<file path="config.mk">
export PLATFORM = sky130hd
export DESIGN_NAME = lfsr_noise_gen_flat
export DESIGN_NICKNAME = d
export VERILOG_FILES = /design/src/rtl/lfsr_noise_gen_if.sv /design/src/rtl/lfsr_noise_gen.sv /design/src/flat_wrapper.sv
export SDC_FILE = /design/constraint.sdc
export NUM_CORES = 1
export LEC_CHECK = 0
export ABC_AREA = 1
export CORE_ASPECT_RATIO = 0.9
export CORE_MARGIN = 10
export CORE_UTILIZATION = 50
export DETAILED_ROUTE_END_ITERATION = 8
export PLACE_DENSITY = 0.71
export SYNTH_ARGS = -nofsm -noshare
export SYNTH_HDL_FRONTEND = slang
export SYNTH_SLANG_ARGS = --single-unit
</file>
<file path="constraint.sdc">
create_clock -name clk -period 2.55 [get_ports clk]
set_input_delay 0.255 -clock clk [delete_from_list [all_inputs] [get_ports clk]]
set_output_delay 0.255 -clock clk [all_outputs]
set_load 0.005 [all_outputs]
</file>
<file path="src/rtl/lfsr_noise_gen_if.sv">
// LFSR noise generator bus: seed load request/accept and packed output word handshake.
// Latency: none, wires only.
// Backpressure: out_valid/out_ready handshake; seed_ready is high whenever the block is out of reset.
// Ports: seed_valid/seed_data/seed_ready (seed load), out_valid/out_ready/out_data (packed noise word).
interface lfsr_noise_gen_if #(
    parameter int WIDTH    = 16,
    parameter int OUT_BITS = 8
);
    logic                seed_valid;
    logic [WIDTH-1:0]    seed_data;
    logic                seed_ready;
    logic                out_valid;
    logic                out_ready;
    logic [OUT_BITS-1:0] out_data;

    // master: the generator itself
    modport master (
        input  seed_valid,
        input  seed_data,
        output seed_ready,
        output out_valid,
        input  out_ready,
        output out_data
    );

    // slave: whoever seeds the generator and consumes its words
    modport slave (
        output seed_valid,
        output seed_data,
        input  seed_ready,
        input  out_valid,
        output out_ready,
        input  out_data
    );
endinterface

</file>
<file path="src/rtl/lfsr_noise_gen.sv">
// LFSR noise generator (Galois or Fibonacci) with LSB-first packing of serial bits into words.
// Latency: a completed word appears on out_data/out_valid at the edge of its last step.
// Backpressure: one held word plus one full collector; beyond that, stepping stalls until out_ready.
// Ports: clk, rst_n (async active-low), en (step enable), bus (seed load + output word),
//        noise (state[0], registered), period_pulse (one cycle per 2^WIDTH-1 steps).
module lfsr_noise_gen #(
    parameter int               WIDTH    = 16,
    parameter logic [WIDTH-1:0] TAPS     = 16'hB400,
    parameter logic [WIDTH-1:0] SEED     = {{(WIDTH-1){1'b0}}, 1'b1},
    parameter int               MODE     = 0,
    parameter int               OUT_BITS = 8
) (
    input  logic                  clk,
    input  logic                  rst_n,
    input  logic                  en,
    lfsr_noise_gen_if.master      bus,
    output logic                  noise,
    output logic                  period_pulse
);

    localparam int               BCW      = $clog2(OUT_BITS + 1);
    localparam logic [BCW-1:0]   BC_FULL  = BCW'(OUT_BITS);
    localparam logic [BCW-1:0]   BC_LAST  = BCW'(OUT_BITS - 1);
    // counter value whose next step completes a full period of 2^WIDTH-1 steps
    localparam logic [WIDTH-1:0] CNT_LAST = {{(WIDTH-1){1'b1}}, 1'b0};

    logic [WIDTH-1:0]    state, state_nxt, step_val;
    logic [WIDTH-1:0]    step_cnt, step_cnt_nxt;
    logic [OUT_BITS-1:0] coll, coll_nxt, coll_ins;
    logic [BCW-1:0]      bit_cnt, bit_cnt_nxt;
    logic [OUT_BITS-1:0] out_data_q, out_data_nxt;
    logic                out_valid_q, out_valid_nxt;
    logic                pulse_q, pulse_nxt;
    logic                noise_q;

    logic                seed_acc;
    logic                coll_full;
    logic                slot_free;
    logic                stall;
    logic                state_zero;
    logic                do_step;
    logic                ser_bit;

    generate
        if (MODE == 1) begin : g_fib
            assign step_val = {^(state & TAPS), state[WIDTH-1:1]};
        end else begin : g_gal
            assign step_val = (state >> 1) ^ (state[0] ? TAPS : {WIDTH{1'b0}});
        end
    endgenerate

    // Reset is the only thing that can refuse a seed.
    assign bus.seed_ready = rst_n;
    assign bus.out_valid  = out_valid_q;
    assign bus.out_data   = out_data_q;
    assign noise          = noise_q;
    assign period_pulse   = pulse_q;

    always_comb begin
        seed_acc   = bus.seed_valid;
        coll_full  = (bit_cnt == BC_FULL);
        // the output register can take a word this cycle if empty or being drained now
        slot_free  = !out_valid_q || bus.out_ready;
        stall      = coll_full && !slot_free;
        state_zero = (state == '0);
        do_step    = en && !seed_acc && !stall && !state_zero;
        ser_bit    = state[0];
        // collector bits at and above bit_cnt are always zero, so OR inserts the new bit
        coll_ins   = coll | (OUT_BITS'(ser_bit) << bit_cnt);

        state_nxt     = state;
        step_cnt_nxt  = step_cnt;
        coll_nxt      = coll;
        bit_cnt_nxt   = bit_cnt;
        out_data_nxt  = out_data_q;
        out_valid_nxt = out_valid_q && !bus.out_ready;
        pulse_nxt     = 1'b0;

        if (seed_acc) begin
            // a seed load discards everything in flight, including a word being handed off
            state_nxt     = (bus.seed_data == '0) ? SEED : bus.seed_data;
            step_cnt_nxt  = '0;
            coll_nxt      = '0;
            bit_cnt_nxt   = '0;
            out_valid_nxt = 1'b0;
        end else begin
            if (state_zero) begin
                state_nxt = SEED;
            end else if (do_step) begin
                state_nxt = step_val;
            end

            // a word parked in the collector moves out as soon as the slot frees
            if (coll_full && slot_free) begin
                out_data_nxt  = coll;
                out_valid_nxt = 1'b1;
                coll_nxt      = '0;
                bit_cnt_nxt   = '0;
            end

            if (do_step) begin
                if (step_cnt == CNT_LAST) begin
                    step_cnt_nxt = '0;
                    pulse_nxt    = 1'b1;
                end else begin
                    step_cnt_nxt = step_cnt + 1'b1;
                end

                if (coll_full) begin
                    // collector was just emptied above; this bit starts the next word
                    coll_nxt    = OUT_BITS'(ser_bit);
                    bit_cnt_nxt = BCW'(1);
                end else if (bit_cnt == BC_LAST) begin
                    if (slot_free) begin
                        out_data_nxt  = coll_ins;
                        out_valid_nxt = 1'b1;
                        coll_nxt      = '0;
                        bit_cnt_nxt   = '0;
                    end else begin
                        coll_nxt    = coll_ins;
                        bit_cnt_nxt = BC_FULL;
                    end
                end else begin
                    coll_nxt    = coll_ins;
                    bit_cnt_nxt = bit_cnt + 1'b1;
                end
            end
        end
    end

    always_ff @(posedge clk or negedge rst_n) begin
        if (!rst_n) begin
            state       <= SEED;
            step_cnt    <= '0;
            coll        <= '0;
            bit_cnt     <= '0;
            out_data_q  <= '0;
            out_valid_q <= 1'b0;
            pulse_q     <= 1'b0;
            noise_q     <= SEED[0];
        end else begin
            state       <= state_nxt;
            step_cnt    <= step_cnt_nxt;
            coll        <= coll_nxt;
            bit_cnt     <= bit_cnt_nxt;
            out_data_q  <= out_data_nxt;
            out_valid_q <= out_valid_nxt;
            pulse_q     <= pulse_nxt;
            noise_q     <= state_nxt[0];
        end
    end

endmodule

</file>
<file path="src/flat_wrapper.sv">
// flat-port wrapper written by rule: the top's interface ports become plain ports
module lfsr_noise_gen_flat 
#(
    parameter int               WIDTH    = 16,
    parameter logic [WIDTH-1:0] TAPS     = 16'hB400,
    parameter logic [WIDTH-1:0] SEED     = {{(WIDTH-1){1'b0}}, 1'b1},
    parameter int               MODE     = 0,
    parameter int               OUT_BITS = 8
)
  (clk, rst_n, en, noise, period_pulse, bus_seed_valid, bus_seed_data, bus_seed_ready, bus_out_valid, bus_out_ready, bus_out_data);
  lfsr_noise_gen_if #(.WIDTH(WIDTH), .OUT_BITS(OUT_BITS)) bus_i ();
  input  logic clk;
  input  logic rst_n;
  input  logic en;
  output logic noise;
  output logic period_pulse;
  input wire logic [$bits(bus_i.seed_valid)-1:0] bus_seed_valid;
  input wire logic [$bits(bus_i.seed_data)-1:0] bus_seed_data;
  output wire logic [$bits(bus_i.seed_ready)-1:0] bus_seed_ready;
  output wire logic [$bits(bus_i.out_valid)-1:0] bus_out_valid;
  input wire logic [$bits(bus_i.out_ready)-1:0] bus_out_ready;
  output wire logic [$bits(bus_i.out_data)-1:0] bus_out_data;
  assign bus_i.seed_valid = bus_seed_valid;
  assign bus_i.seed_data = bus_seed_data;
  assign bus_seed_ready = bus_i.seed_ready;
  assign bus_out_valid = bus_i.out_valid;
  assign bus_i.out_ready = bus_out_ready;
  assign bus_out_data = bus_i.out_data;
  lfsr_noise_gen #(.WIDTH(WIDTH), .TAPS(TAPS), .SEED(SEED), .MODE(MODE), .OUT_BITS(OUT_BITS)) u_core (.clk(clk), .rst_n(rst_n), .en(en), .bus(bus_i), .noise(noise), .period_pulse(period_pulse));
endmodule
</file>
# ---- After elaboration in Yosys (flattened, before gate mapping)
# Cells that the tools add are included.
dict set report word_totals {
  ff_bits 54
  latch_bits 0
  ramBits 0
  rom_bits 0
  inputBits 21
  wordCells 68
  mem_count 0
}
dict set report op_classes {
  add_sub_neg 2
  n_mul 0
  div 0
  magnitude_cmp 0
  eq_ne 3
  n_shift 1
  muxes 34
  bitwise 2
  reduce_logical 18
}
# cell count
set ops {}
lappend ops {{$mux 16} 8}
lappend ops {{$mux 8} 11}
lappend ops {{$logic_not 16->1} 2}
lappend ops {{$mux 4} 6}
lappend ops {{$add 16x1->16 const B} 1}
lappend ops {{$eq 16x16->1 const B} 1}
lappend ops {{$xor 15x16->16} 1}
lappend ops {{$mux 1} 9}
lappend ops {{$or 8x8->8} 1}
lappend ops {{$shl 1x4->8} 1}
lappend ops {{$logic_and 1x1->1} 6}
lappend ops {{$logic_not 1->1} 6}
lappend ops {{$reduce_bool 3->1} 2}
lappend ops {{$add 4x1->4 const B} 1}
lappend ops {{$eq 4x3->1 const B} 1}
lappend ops {{$eq 4x4->1 const B} 1}
lappend ops {{$reduce_bool 2->1} 1}
lappend ops {{$logic_or 1x1->1} 1}

# ---- Depth between registers and ports, before layout
# Gate-level depths: netlist of the first run.
dict set report logic_depth {
  ltp_word 10
  mapped_depth 13
}

# ---- Worst setup path after synthesis of the first run
# No wires, ideal clock.
dict set report synth_timing {
  path_type {register to register}
  startpoint {reg u_core.bit_cnt[0]}
  endpoint {reg u_core.step_cnt[2]}
  arrival_ps 1529
  t_required_ps 2432
  slack_ps 903
  path_stages_with_launch 12
  n_path_buf 1
  period_less_slack_ps 1647
  cell_sequence {dfrtp_1 -> inv_1 -> ha_1 -> nand2_1 -> nor2_4 -> a21oi_4 -> nand2_4 -> nand2_4 -> inv_2 -> buf_6 -> nand2_1 -> nand2_1}
}
dict set report synth_via {
  elab_chain_len 6
}
# item line
set synth_lines {}
lappend synth_lines {{start, declared} lfsr_noise_gen.sv:30} ;# logic [BCW-1:0] bit_cnt, bit_cnt_nxt;
lappend synth_lines {{start signal, assigned} lfsr_noise_gen.sv:145} ;# bit_cnt <= bit_cnt_nxt;
lappend synth_lines {{$eq 4x4->1} lfsr_noise_gen.sv:61} ;# coll_full = (bit_cnt == BC_FULL);
lappend synth_lines {{$logic_and 1x1->1} lfsr_noise_gen.sv:64} ;# stall = coll_full && !slot_free;
lappend synth_lines {{$logic_not 1->1} lfsr_noise_gen.sv:66} ;# do_step = en && !seed_acc && !stall && !state_zero;
lappend synth_lines {{$logic_and 1x1->1 (2 in a row)} lfsr_noise_gen.sv:66}
lappend synth_lines {{$reduce_bool 2->1 (no source line)} --}
lappend synth_lines {{end signal, assigned} lfsr_noise_gen.sv:143} ;# step_cnt <= step_cnt_nxt;
lappend synth_lines {{end, declared} lfsr_noise_gen.sv:28} ;# logic [WIDTH-1:0] step_cnt, step_cnt_nxt;
# Every way passes these cells.
# A chain may end at the register's enable or synchronous reset.

# ---- Worst setup path in the final report of the first run
dict set report layout_timing {
  startpoint {reg u_core.bit_cnt[0]}
  endpoint {reg u_core.step_cnt[6]}
}
# Same word-level chain as after synthesis.

==> flow_summary.toml, run 1 <==
[worst_setup_path]
cp_common_cell = "nand2_4"
path_cells = "inv_1, ha_1, nand2_1, nor2_4, a21oi_4, nand2_4, nand2_4, inv_2, o21ai_0"
cpPeakStageDelay_ns = 0.48
arrival_ns = 2.10
setup.worst_path.end_class = "flip-flop"
cp_max_fo = 16
startpoint_type = "flip-flop"
crit_type = "flip-flop to flip-flop"
crit_slowest_cell = "dfrtp_1"
worstPathRequired_ns = 2.73

[floorplanning]
ios = 33
initial_utilization = 0.514
rows = 28
die_x_um = 106
die_y_um = 97.8
core_area_mm2 = 0.00655
die_area_mm2 = 0.0104

[placed_design]
io_buffers = 32
place.gp.congestion = 0.900
dp_slack_ns = 0.657
dp_hpwl_um = 6230

[clocking]
holdBufCountCts = 0
postCtsSetupBuffers = 0
cts_tree = "built"
htree_levels = 2
cts-root-buf = "clkbuf_8"
clk_pin_slew_ns = 0.11
clock_latency_ns = 0.32
cts_buffer_depth = 2
cts_made_buffers = 5
clkSinkCount = 54
postCtsResizedCells = 0

[drt]
wirelength_um = 8710
ant_nets = 0
route.detailed.drc = 0
viasPerCell = 5.19
drt_first_pass_iters = 4
wire_per_inst_um = 14.2
vias = 3178
drt_iter0_drc = 250

[global_routing]
grt_pass1_vias = 3007
grt_overflow_total = 0
grt_usage = 0.167
grt_max_degree = 55
antenna_found_initial = 0
grt_pass1_wl_um = 14600

[run]
maxCapViolCount = 0

[worst_hold_path]
hold_class = "input pin to async pin"

[synthesis]
syn_area_mm2 = 0.00336
synth_fp_nets = 517
syn_inst = 492
yosys_warnings = 0
synth-seq-cells = 54
synthTopCellsByArea = "dfrtp_1 39%, nand2_1 20%, nor2_1 7.1%, nand3_1 6.1%, inv_1 4.4%"
yosysUniqueCellTypes = 28
synth_top_area_cell = "dfrtp_1"
yosysTopAreaCellShare = 0.394
ys_seq_area_frac = 0.402
avgSynthCellArea_um2 = 6.84

[timing]
rsz0062_at_grt = "no"
hold_ws_ns = 0.0951
max_slew_margin = 0.541
hold_viol_final = 0
finalSetupViolCount = 0
fin_ws_ns = 0.637
slew_violations = 0
period_share = 0.750
period_minus_slack_ns = 1.91
fmax_mhz = 523
worst_slew_pin_slew_ns = 0.689
fin_tns_setup_ns = 0
fin_worst_skew_ns = 0.0129

[layout]
layout-drive-gt1-share = 0.0613
diodes = 0
synthToLayoutAreaGrowth_pct = 14.2
layout.nets = 546

[power]
p_int_mw = 1.31
vdd.ir_drop.worst_uv = 314
switchingPower_mw = 0.514
p_clk_frac = 0.318
p_sw_frac = 0.281
p_leak_nw = 1.90
seqPwrFrac = 0.525
combinationalPowerShare = 0.157
powerDensity_mw_per_mm2 = 476
total_power_mw = 1.83

[outcome]
status = "finished clean"
-- worst paths after layout --
| path | from | to | slack (ns) | cells after the start |
|---|---|---|---|---|
| max | u_core.bit_cnt[0]$_DFFE_PN0P_ | u_core.step_cnt[6]$_DFFE_PN0P_ | 0.64 | 9 |
| min | rst_n | u_core.state[13]$_DFFE_PN0P_ | 0.1 | 2 |
| max reg2reg | u_core.bit_cnt[0]$_DFFE_PN0P_ | u_core.step_cnt[6]$_DFFE_PN0P_ | 0.64 | 9 |
| min reg2reg | u_core.bus.out_data[5]$_DFFE_PN0N_ | u_core.bus.out_data[5]$_DFFE_PN0N_ | 0.52 | 2 |
| max in group asynchronous | rst_n | u_core.step_cnt[10]$_DFFE_PN0P_ | 1.98 | 2 |
| min in group clk | u_core.bus.out_data[5]$_DFFE_PN0N_ | u_core.bus.out_data[5]$_DFFE_PN0N_ | 0.52 | 2 |
-- through the flow --
step / std cells / cell area [um2] / utilization
2_1_floorplan: 492 / 3360 / -
3_3_place_gp: 604 / 3730 / 0.570
3_5_place_dp: 604 / 3730 / 0.570
4_1_cts: 612 / 3840 / 0.586
5_1_grt: 612 / 3840 / 0.586
6_report: 612 / 3840 / 0.586
-- state kept, by name, summed over array words and instances, names as in the netlist --
signal,count
u_core.bit_cnt,4
u_core.bus.out_data,8
u_core.bus.out_valid,1
u_core.coll,8
u_core.noise,1
u_core.period_pulse,1
u_core.state,15
u_core.step_cnt,16
-- layer usage --
metal	vias up	part of all wire	wire [um]	GRT usage
li1	1611	-	-	-
met1	1472	0.48	4150	0.228
met2	85	0.46	3990	0.261
met3	10	0.056	489	0.0335
met4	0	0.010	87	0.0437
met5	-	0	0	0
-- Yosys cell counts --
cell type    n
buf_4        5
nand2_2      2
nand3_1     41
o21bai_1     1
o21ai_1      9
xor2_1       9
buf_2        3
nor2_2       2
a21oi_1     13
nand2_4      2
buf_6        3
dfstp_2      1
dfrtp_1     53
nand3b_1     1
inv_1       39
xnor2_1      2
nor2_1      64
nand3_4      1
nand4_1     12
nor3_1       3
o21ai_0     29
nand2_1    178
inv_2        5
o22ai_1      1
clkbuf_1     5
ha_1         4
a21oi_4      1
nor2_4       3
-- layout make-up --
cell class,count,area [um2]
clock buffers,5,68.8
clock inverters,3,40.0
fillers,631,2710
inverters,44,165
multi-input cells,378,1740
flip-flops and latches,54,1350
well taps,90,113
repair buffers,38,360
-- critical path, delay by kind of cell, from the launching register on --
kind / cells / cell delay, ns
simple gates: 4 / 0.50
flops: 1 / 0.48
buf+inv: 2 / 0.38
compound gates: 2 / 0.22
fa+ha+maj: 1 / 0.18
-- cell families (layout without fill, tap and decap cells) --
logic type / Yosys count / in the layout / share of synthesized area
AND/OR/NAND/NOR: 309 / 309 / 0.389
buffers and inverters: 60 / 90 / 0.0803
AO/OA/AOI/OAI: 54 / 54 / 0.0848
flip-flops: 54 / 54 / 0.402
XOR/XNOR: 11 / 11 / 0.0286
adder cells (fa/ha/maj): 4 / 4 / 0.0149
-- layout by cell type (no fill, tap or decap), types with 3 or more instances in the layout --
master and count:
nor3_1 3, nand4_1 12, clkdlybuf4s50_1 31, dfrtp_1 53, ha_1 4, nor2_4 3, inv_2 5, buf_4 6
a21oi_1 13, o21ai_0 29, nor2_1 64, inv_1 39, o21ai_1 9, nand2_1 178, nand3_1 41, xor2_1 9
clkbuf_8 5
-- power by group through the flow --
stage	Sequential, mW	Clock, mW	Combinational, mW
global placement	0.972	0	0.283
finish	0.960	0.582	0.287
detailed placement	0.976	0	0.288
CTS	0.959	0.591	0.290
floorplan	0.958	0	0.181
global route	0.969	0.631	0.328
Note: power is estimated with default switching activity, not from simulation.
==> run 2: changes to the inputs <==
--- a/config.mk
+++ b/config.mk
@@ -10,7 +10,7 @@
 export CORE_MARGIN = 10
 export CORE_UTILIZATION = 50
 export DETAILED_ROUTE_END_ITERATION = 8
-export PLACE_DENSITY = 0.71
+export PLACE_DENSITY = 0.74
 export SYNTH_ARGS = -nofsm -noshare
 export SYNTH_HDL_FRONTEND = slang
 export SYNTH_SLANG_ARGS = --single-unit
==> constraint.sdc (replaced) <==
create_clock -name clk -period 1.7 [get_ports clk]
set_input_delay 0.17 -clock clk [delete_from_list [all_inputs] [get_ports clk]]
set_output_delay 0.17 -clock clk [all_outputs]
set_load 0.005 [all_outputs]
==> run 2 against run 1 <==
Compared with the run above:
- non-clock buffer count up 23
- clock skew down 0.0021 ns
- global-route usage grew 0.057 points
- sequential power up 48%
- routed wire length is 1.4% higher
- combinational power increased by 85%
- setup slack got worse by 0.58 ns
- via count grew 4.2%
- hold slack worse by 0.067 ns
- critical path depth rose by 1
==> flow_summary.toml, run 2 (synthesis results as in run 1) <==
[drt]
wirelength_um = 8840
viasPerCell = 5.21
ant_nets = 0
drt_first_pass_iters = 5
wire_per_inst_um = 13.9
drt_iter0_drc = 265
route.detailed.drc = 0
vias = 3313

[clocking]
cts_made_buffers = 5
clkSinkCount = 54
cts_buffer_depth = 2
cts-root-buf = "clkbuf_8"
clock_latency_ns = 0.31
htree_levels = 2
clk_pin_slew_ns = 0.10
cts_tree = "built"

[power]
total_power_mw = 2.98
powerDensity_mw_per_mm2 = 713
p_leak_nw = 2.06
vdd.ir_drop.worst_uv = 335

[global_routing]
grt_pass1_wl_um = 14600
antenna_found_initial = 0
grt_pass1_vias = 3159
grt_overflow_total = 0
grt_max_degree = 55
grt_usage = 0.167

[layout]
diodes = 0
multi_input_area_mm2 = 0.00181
top_register = "u_core.step_cnt"
largest_reg_flops = 16
num-fill-cells = 584
largest_registers = "u_core.step_cnt: 16 flops, u_core.state: 15 flops"
final_common_cell = "nand2_1"
final_area_mm2 = 0.00417
seq_area_mm2 = 0.00135
final_cell_mix = "175 x nand2_1, 62 x nor2_1, 53 x dfrtp_1, 40 x nand3_1, 37 x inv_1"
synthToLayoutAreaGrowth_pct = 24.1
layout-drive-gt1-share = 0.121
layout.nets = 570
final_cells = 636

[run]
maxCapViolCount = 0

[floorplanning]
die_area_mm2 = 0.0104
core_area_mm2 = 0.00655
die_x_um = 106
initial_utilization = 0.514
rows = 28
ios = 33
die_y_um = 97.8

[timing]
slew_violations = 0
period_share = 0.967
rsz0062_at_grt = "yes"
finalSetupViolCount = 0
fmax_mhz = 608
worst_slew_pin_slew_ns = 0.700
fin_ws_ns = 0.0555
fin_worst_skew_ns = 0.0108
period_minus_slack_ns = 1.64
hold_viol_final = 0
max_slew_margin = 0.533

[outcome]
status = "finished clean"

[worst_setup_path]
setup.worst_path.end_class = "flip-flop"
crit_type = "flip-flop to flip-flop"
rr_startpoint = "u_core.bit_cnt[0]$_DFFE_PN0P_"
startpoint_type = "flip-flop"
rr_endpoint = "u_core.state[4]$_DFFE_PN0P_"
r2r_setup_slack_ns = 0.06
crit_start = "u_core.bit_cnt[0]$_DFFE_PN0P_"
ff2ff_path_depth = 10
arrival_ns = 1.84
worstPathRequired_ns = 1.89
worstSetupEndpoint = "u_core.state[4]$_DFFE_PN0P_"
cp_max_fo = 11

[worst_hold_path]
hold_class = "input pin to async pin"

[placed_design]
dp_cells = 624
place.gp.congestion = 0.918
dp_slack_ns = 0.0263
dpl_cell_area_mm2 = 0.00391
dp_hpwl_um = 6150
io_buffers = 32
-- run 2: power by group --
group	total (mW)	internal, mW	switching, mW	leakage (nW)
clock	1.03	0.590	0.436	0.0683
sequential	1.42	1.36	0.0558	0.723
combinational	0.532	0.228	0.304	1.27
total	2.98	2.18	0.796	2.06
-- run 2: how the worst min path moves through the flow --
| stage | start | endpoint | slack [ns] | cells after the start |
|---|---|---|---|---|
| finish | rst_n | u_core.state[14]$_DFFE_PN0P_ | 0.03 | 2 |
| CTS | rst_n | u_core.state[14]$_DFFE_PN0P_ | 0.07 | 2 |
| global placement | rst_n | u_core.state[14]$_DFFE_PN0P_ | 0.41 | 2 |
| global route | rst_n | u_core.state[15]$_DFFE_PN0P_ | 0.08 | 2 |
| detailed placement | rst_n | u_core.state[14]$_DFFE_PN0P_ | 0.41 | 2 |
| floorplan | rst_n | u_core.bit_cnt[0]$_DFFE_PN0P_ | -0.13 | 0 |
-- run 2: metrics by stage --
stage	setup TNS, ns	util	hold WS (ns)
floorplan	0	-	-0.126
global placement	0	0.596	0.409
detailed placement	0	0.596	0.408
CTS	0	0.618	0.0721
global route	-0.230	0.637	0.0798
finish	0	0.637	0.0282
-- run 2: critical path: stages, from the launching register on --
cell	delay, ns
dfrtp_1	0.40
inv_2	0.08
ha_4	0.15
nand2_4	0.05
nor2_4	0.17
a21oi_4	0.09
nand2_4	0.15
nand3_2	0.13
buf_6	0.17
nand2_1	0.06
o21ai_0	0.07
-- run 2: layer usage --
| metal | vias up | wire [um] | global-route usage |
|---|---|---|---|
| li1 | 1666 | - | - |
| met2 | 95 | 3940 | 0.252 |
| met4 | 0 | 75 | 0.0562 |
| met1 | 1546 | 4250 | 0.228 |
| met3 | 6 | 569 | 0.0414 |
| met5 | - | 0 | 0 |
-- run 2: area by class of cell --
type | count | share of cell area
clock inverter | 3 | 0.0165
inverter | 44 | 0.0420
sequential | 54 | 0.324
multi-input combinational | 379 | 0.433
timing repair buffer | 61 | 0.141
tap | 90 | 0.0270
clock buffer | 5 | 0.0165
-- run 2: what timing repair did --
item | 4_1_cts | 5_1_grt
gates resized for setup | 2 | 30
gates cloned | 0 | 2
hold buffers | 0 | 0
pin swaps | 0 | 13
endpoints found under the setup margin | 3 | 52
buffers inserted | 0 | 2
